--- src/rtl/regbank_wr_16_if.sv ---
// Write-request channel of the 16-entry register bank.
// Valid/ready: a request transfers on a rising edge where wr_valid_i & wr_ready_o.
// While wr_valid_i is high and the request has not transferred, the master keeps
// wr_addr_i, wr_data_i and wr_be_i stable.
interface regbank_wr_16_if #(
  parameter int W = 32
);
  logic           wr_valid_i;
  logic           wr_ready_o;
  logic [3:0]     wr_addr_i;
  logic [W-1:0]   wr_data_i;
  logic [W/8-1:0] wr_be_i;

  modport master (
    output wr_valid_i,
    output wr_addr_i,
    output wr_data_i,
    output wr_be_i,
    input  wr_ready_o
  );

  modport slave (
    input  wr_valid_i,
    input  wr_addr_i,
    input  wr_data_i,
    input  wr_be_i,
    output wr_ready_o
  );
endinterface

--- src/rtl/regbank_wr_16.sv ---
// Write side of a 16-entry register bank: bytewise merged writes, per-entry dirty
// bits and a 16-cycle sequential clear sweep.
module regbank_wr_16 #(
  parameter int W       = 32,
  parameter bit ZERO_R0 = 1'b1
) (
  input  logic            clk_i,
  input  logic            rst_i,
  regbank_wr_16_if.slave  wr,
  input  logic            clr_req_i,
  output logic            clr_busy_o,
  output logic [16*W-1:0] regs_o,
  output logic [15:0]     dirty_o,
  output logic            dbg_state_o,
  output logic [3:0]      dbg_idx_o
);

  typedef enum logic {
    S_IDLE  = 1'b0,
    S_CLEAR = 1'b1
  } state_t;

  state_t         state_q, state_d;
  logic [3:0]     idx_q, idx_d;
  logic [W-1:0]   regs_q [16];
  logic [W-1:0]   regs_d [16];
  logic [15:0]    dirty_q, dirty_d;
  logic           wr_ready;
  logic           clr_busy;
  logic           r0_drop;

  assign r0_drop = ZERO_R0 && (wr.wr_addr_i == 4'd0);

  always_comb begin
    state_d  = state_q;
    idx_d    = idx_q;
    regs_d   = regs_q;
    dirty_d  = dirty_q;
    wr_ready = 1'b0;
    clr_busy = 1'b0;
    case (state_q)
      S_IDLE: begin
        // A clear request blocks the write channel in the same cycle it is seen.
        wr_ready = ~clr_req_i;
        if (clr_req_i) begin
          state_d = S_CLEAR;
          idx_d   = 4'd0;
        end else if (wr.wr_valid_i && !r0_drop) begin
          for (int k = 0; k < W/8; k++) begin
            if (wr.wr_be_i[k]) begin
              regs_d[wr.wr_addr_i][8*k +: 8] = wr.wr_data_i[8*k +: 8];
            end
          end
          if (|wr.wr_be_i) begin
            dirty_d[wr.wr_addr_i] = 1'b1;
          end
        end
      end
      S_CLEAR: begin
        clr_busy       = 1'b1;
        regs_d[idx_q]  = '0;
        dirty_d[idx_q] = 1'b0;
        if (idx_q == 4'd15) begin
          state_d = S_IDLE;
          idx_d   = 4'd0;
        end else begin
          idx_d = idx_q + 4'd1;
        end
      end
      default: begin
        state_d = S_IDLE;
        idx_d   = 4'd0;
      end
    endcase
  end

  always_ff @(posedge clk_i or posedge rst_i) begin
    if (rst_i) begin
      state_q <= S_IDLE;
      idx_q   <= 4'd0;
      dirty_q <= '0;
      for (int i = 0; i < 16; i++) begin
        regs_q[i] <= '0;
      end
    end else begin
      state_q <= state_d;
      idx_q   <= idx_d;
      dirty_q <= dirty_d;
      for (int i = 0; i < 16; i++) begin
        regs_q[i] <= regs_d[i];
      end
    end
  end

  for (genvar g = 0; g < 16; g++) begin : g_flat
    assign regs_o[g*W +: W] = regs_q[g];
  end

  assign wr.wr_ready_o = wr_ready;
  assign clr_busy_o    = clr_busy;
  assign dirty_o       = dirty_q;
  assign dbg_state_o   = state_q;
  assign dbg_idx_o     = idx_q;

endmodule

--- src/flat_wrapper.sv ---
// flat-port wrapper written by rule: the top's interface ports become plain ports
module regbank_wr_16_flat 
#(
  parameter int W       = 32,
  parameter bit ZERO_R0 = 1'b1
)
  (clk_i, rst_i, clr_req_i, clr_busy_o, regs_o, dirty_o, dbg_state_o, dbg_idx_o, wr_wr_valid_i, wr_wr_addr_i, wr_wr_data_i, wr_wr_be_i, wr_wr_ready_o);
  regbank_wr_16_if #(.W(W)) wr_i ();
  input  logic clk_i;
  input  logic rst_i;
  input  logic clr_req_i;
  output logic clr_busy_o;
  output logic [16*W-1:0] regs_o;
  output logic [15:0] dirty_o;
  output logic dbg_state_o;
  output logic [3:0] dbg_idx_o;
  input wire logic [$bits(wr_i.wr_valid_i)-1:0] wr_wr_valid_i;
  input wire logic [$bits(wr_i.wr_addr_i)-1:0] wr_wr_addr_i;
  input wire logic [$bits(wr_i.wr_data_i)-1:0] wr_wr_data_i;
  input wire logic [$bits(wr_i.wr_be_i)-1:0] wr_wr_be_i;
  output wire logic [$bits(wr_i.wr_ready_o)-1:0] wr_wr_ready_o;
  assign wr_i.wr_valid_i = wr_wr_valid_i;
  assign wr_i.wr_addr_i = wr_wr_addr_i;
  assign wr_i.wr_data_i = wr_wr_data_i;
  assign wr_i.wr_be_i = wr_wr_be_i;
  assign wr_wr_ready_o = wr_i.wr_ready_o;
  regbank_wr_16 #(.W(W), .ZERO_R0(ZERO_R0)) u_core (.clk_i(clk_i), .rst_i(rst_i), .wr(wr_i), .clr_req_i(clr_req_i), .clr_busy_o(clr_busy_o), .regs_o(regs_o), .dirty_o(dirty_o), .dbg_state_o(dbg_state_o), .dbg_idx_o(dbg_idx_o));
endmodule
--- config.mk ---
export PLATFORM = sky130hd
export DESIGN_NAME = regbank_wr_16_flat
export DESIGN_NICKNAME = d
export VERILOG_FILES = /design/src/rtl/regbank_wr_16_if.sv /design/src/rtl/regbank_wr_16.sv /design/src/flat_wrapper.sv
export SDC_FILE = /design/constraint.sdc
export NUM_CORES = 1
export LEC_CHECK = 0
export BUFFER_PORTS_ARGS = -buffer_cell sky130_fd_sc_hd__buf_2
export CAP_MARGIN = 10
export CELL_PAD_IN_SITES_DETAIL_PLACEMENT = 1
export CELL_PAD_IN_SITES_GLOBAL_PLACEMENT = 1
export CORE_MARGIN = 4
export CORE_UTILIZATION = 44
export CTS_CLUSTER_DIAMETER = 30
export DETAILED_ROUTE_END_ITERATION = 6
export PLACE_DENSITY_LB_ADDON = 0.1
export SYNTH_ARGS = -nofsm -noshare
export SYNTH_HDL_FRONTEND = slang
export SYNTH_SLANG_ARGS = --single-unit
--- constraint.sdc ---
create_clock -name clk_i -period 50.5 [get_ports clk_i]
set_input_delay 7.575 -clock clk_i [delete_from_list [all_inputs] [get_ports clk_i]]
set_output_delay 7.575 -clock clk_i [all_outputs]
set_load 0.05 [all_outputs]
==> impl_metrics.toml <==
[status]
outcome = "complete, no violations"

[setup_path]
cpMostUsedCell = "buf_2"
critPathKind = "input port to output port"
cp_slowest_cell = "nor2_1"
startpoint_type = "input port"
path_max_fanout = 10
critPathCaptureType = "output port"
required_ps = 42920
path_delay_family = "buffers and inverters"
critPathMaxStageDelay_ps = 430
cp.arrival_ps = 8530
cp_num_buf_inv = 2
path_cells = "buf_2 > nor2_1 > buf_2"
reg2reg_slack_ps = 47280

[route]
wl_per_cell_um = 27.12
drcViolationCount = 0
routed_via_density = 5.940
drt_iter0_drc = 1414
vias = 19823
drtPass1Iterations = 5
ant_nets = 0
drt_wl_total_um = 90500

[grt]
track_usage_pct = 33.30
grt_max_degree = 164
overflow = 0
antenna_found_initial = 1
grt_pass1_wl_um = 136700
grt_pass1_vias = 21301

[run]
cap_violations = 0

[clock_tree]
cts_max_level = 3
postCtsHoldBufs = 0
clk_pin_slew_ps = 50
cts-root-buf = "clkbuf_16"
clk_latency_ps = 650
post_cts_resized = 0
numCtsBuffers = 120
cts_setup_buffers = 0
cts_tree = "yes"
cts_sinks = 533
clock_path_buffers = 3

[synthesis]
synth.most_common_cell = "dfrtp_1"
synth_fa_ha_area_share_pct = 0.2277
ys_seq_elements = 533
postSynthCellCount = 2079
syn_area_per_cell_um2 = 10.57
yosys.area.top_type = "dfrtp_1"
synth_xor_area_share_pct = 0.03985
synthSimpleGateAreaFrac_pct = 17.61
ys_types = 50
syn-num-nets = 2127
synth_top_family_by_area = "simple AND/OR/NAND/NOR gates"
synthMuxAreaShare_pct = 0.09678
netlist_area_um2 = 21980
synth_common_cells = "dfrtp_1, nand2_1, nand3_1"
ys_seq_area_share_pct = 60.69
ys.flop_type = "dfrtp_1"
synthArstFlopShare_pct = 100.0
synth-warning-count = 0
synth_edf_count = 0
synth-compound-area-share_pct = 16.42
ys_top_cells_by_area = "dfrtp_1, nand3_1, a32o_1"
yosysTopAreaCellShare_pct = 60.69

[placement]
numPortBuffers = 578
hpwlAfterDp_um = 59130
place_inst = 3121
gp_congestion = 0.8099

[power_and_ir_drop]
leakage_nw = 14.49
p_per_area_nw_per_um2 = 73.77
ir_drop_mv = 0.03012

[floorplanning]
coreArea_um2 = 49150
rows = 81
start_util_pct = 44.71
ioPinCount = 579
dieArea_um2 = 53590
fp.dieW_um = 231.5
die_h_um = 231.5

[timing]
fin_skew_ps = 18.79
fmax_mhz = 62.08
worst_pin_slew_ps = 1171
layout_min_cycle_time_ps = 16110
slew_violations = 0
fin_hold_ws_ps = 483.6
slew_headroom_pct = 21.65
finalCritPeriodShare_pct = 31.90
rsz0062_at_grt = "no"
finalHoldViolations = 0
tns_ps = 0
setup_viol_count_final = 0

[layout]
fin_nets = 2627
stdcell_count = 3337
syn2layout_area_growth_pct = 32.73
nFillCells = 5362
drive_gt1_share_pct = 32.11

[min_path]
hold_class = "flip-flop to flip-flop"
==> sequential cells by signal (all words and copies together) (netlist names) <==
register            cells
u_core.dbg_idx_o        4
u_core.dbg_state_o      1
u_core.regs_o         512
u_core.dirty_o         16
==> layer usage <==
layer,global-route usage (%),vias to the layer above,routed length (um)
met5,0,-,0
li1,-,8432,-
met1,41.95,10289,34740
met2,52.51,875,42560
met3,9.698,227,8086
met4,17.03,0,5118
==> per-stage QoR <==
stage | util (%) | setup slack (ps) | power (mW) | cell area [um^2]
6_report | 59.35 | 34390 | 2.152 | 29170
5_1_grt | 59.35 | 34360 | 2.230 | 29170
4_1_cts | 59.35 | 34420 | 2.160 | 29170
3_5_place_dp | 50.84 | 34430 | 1.349 | 24990
3_3_place_gp | 50.84 | 34470 | 1.330 | 24990
2_1_floorplan | - | 28030 | 1.123 | 21980
==> placed cells by master, fill, tap and decap left out, drive strengths merged, types with 5 or more instances in the layout <==
cell and instances:
a21oi 13, clkinvlp 5, a22o 11, inv 18, bufinv 17, and2 42, nand3 322, clkinv 21
buf 614, o2bb2ai 5, o21ai 319, and4b 7, clkbuf 163, dfrtp 533, a32o 158, nand2 324
and4bb 12, nor2b 40
==> where the power goes <==
group | switching [mW] | internal, mW | total [mW]
combinational | 0.611 | 0.132 | 0.743
clock | 0.247 | 0.555 | 0.803
sequential | 0.0691 | 0.537 | 0.606
==> logic make-up after synthesis <==
| group | count (synthesis) |
|---|---|
| compound gates | 519 |
| fa+ha+maj | 4 |
| mux | 2 |
| flops | 533 |
| buf+inv | 245 |
| xor+xnor | 1 |
| simple gates | 775 |
==> layout make-up <==
class / instances / area (um^2) / share of cell area, %
repair buffers: 614 / 3176 / 10.89
flip-flops and latches: 533 / 13340 / 45.72
inverters: 9 / 41.29 / 0.1415
multi-input cells: 1301 / 7605 / 26.07
diodes: 1 / 2.502 / 0.008578
well taps: 664 / 830.8 / 2.848
clock buffers: 163 / 3428 / 11.75
clock inverters: 52 / 752.0 / 2.578
==> final timing paths <==
path | end | start | cells after the start
max reg2reg | u_core.regs_o[491]$_DFFE_PP0P_ | u_core.dbg_state_o$_DFF_PP0_ | 5
min | u_core.regs_o[207]$_DFFE_PP0P_ | u_core.regs_o[207]$_DFFE_PP0P_ | 1
min reg2reg | u_core.regs_o[207]$_DFFE_PP0P_ | u_core.regs_o[207]$_DFFE_PP0P_ | 1
max in group asynchronous | u_core.regs_o[427]$_DFFE_PP0P_ | rst_i | 5
min in group asynchronous | u_core.regs_o[13]$_DFFE_PP0P_ | rst_i | 2
max | wr_wr_ready_o | clr_req_i | 3
Power figures use the tool's default switching activity.
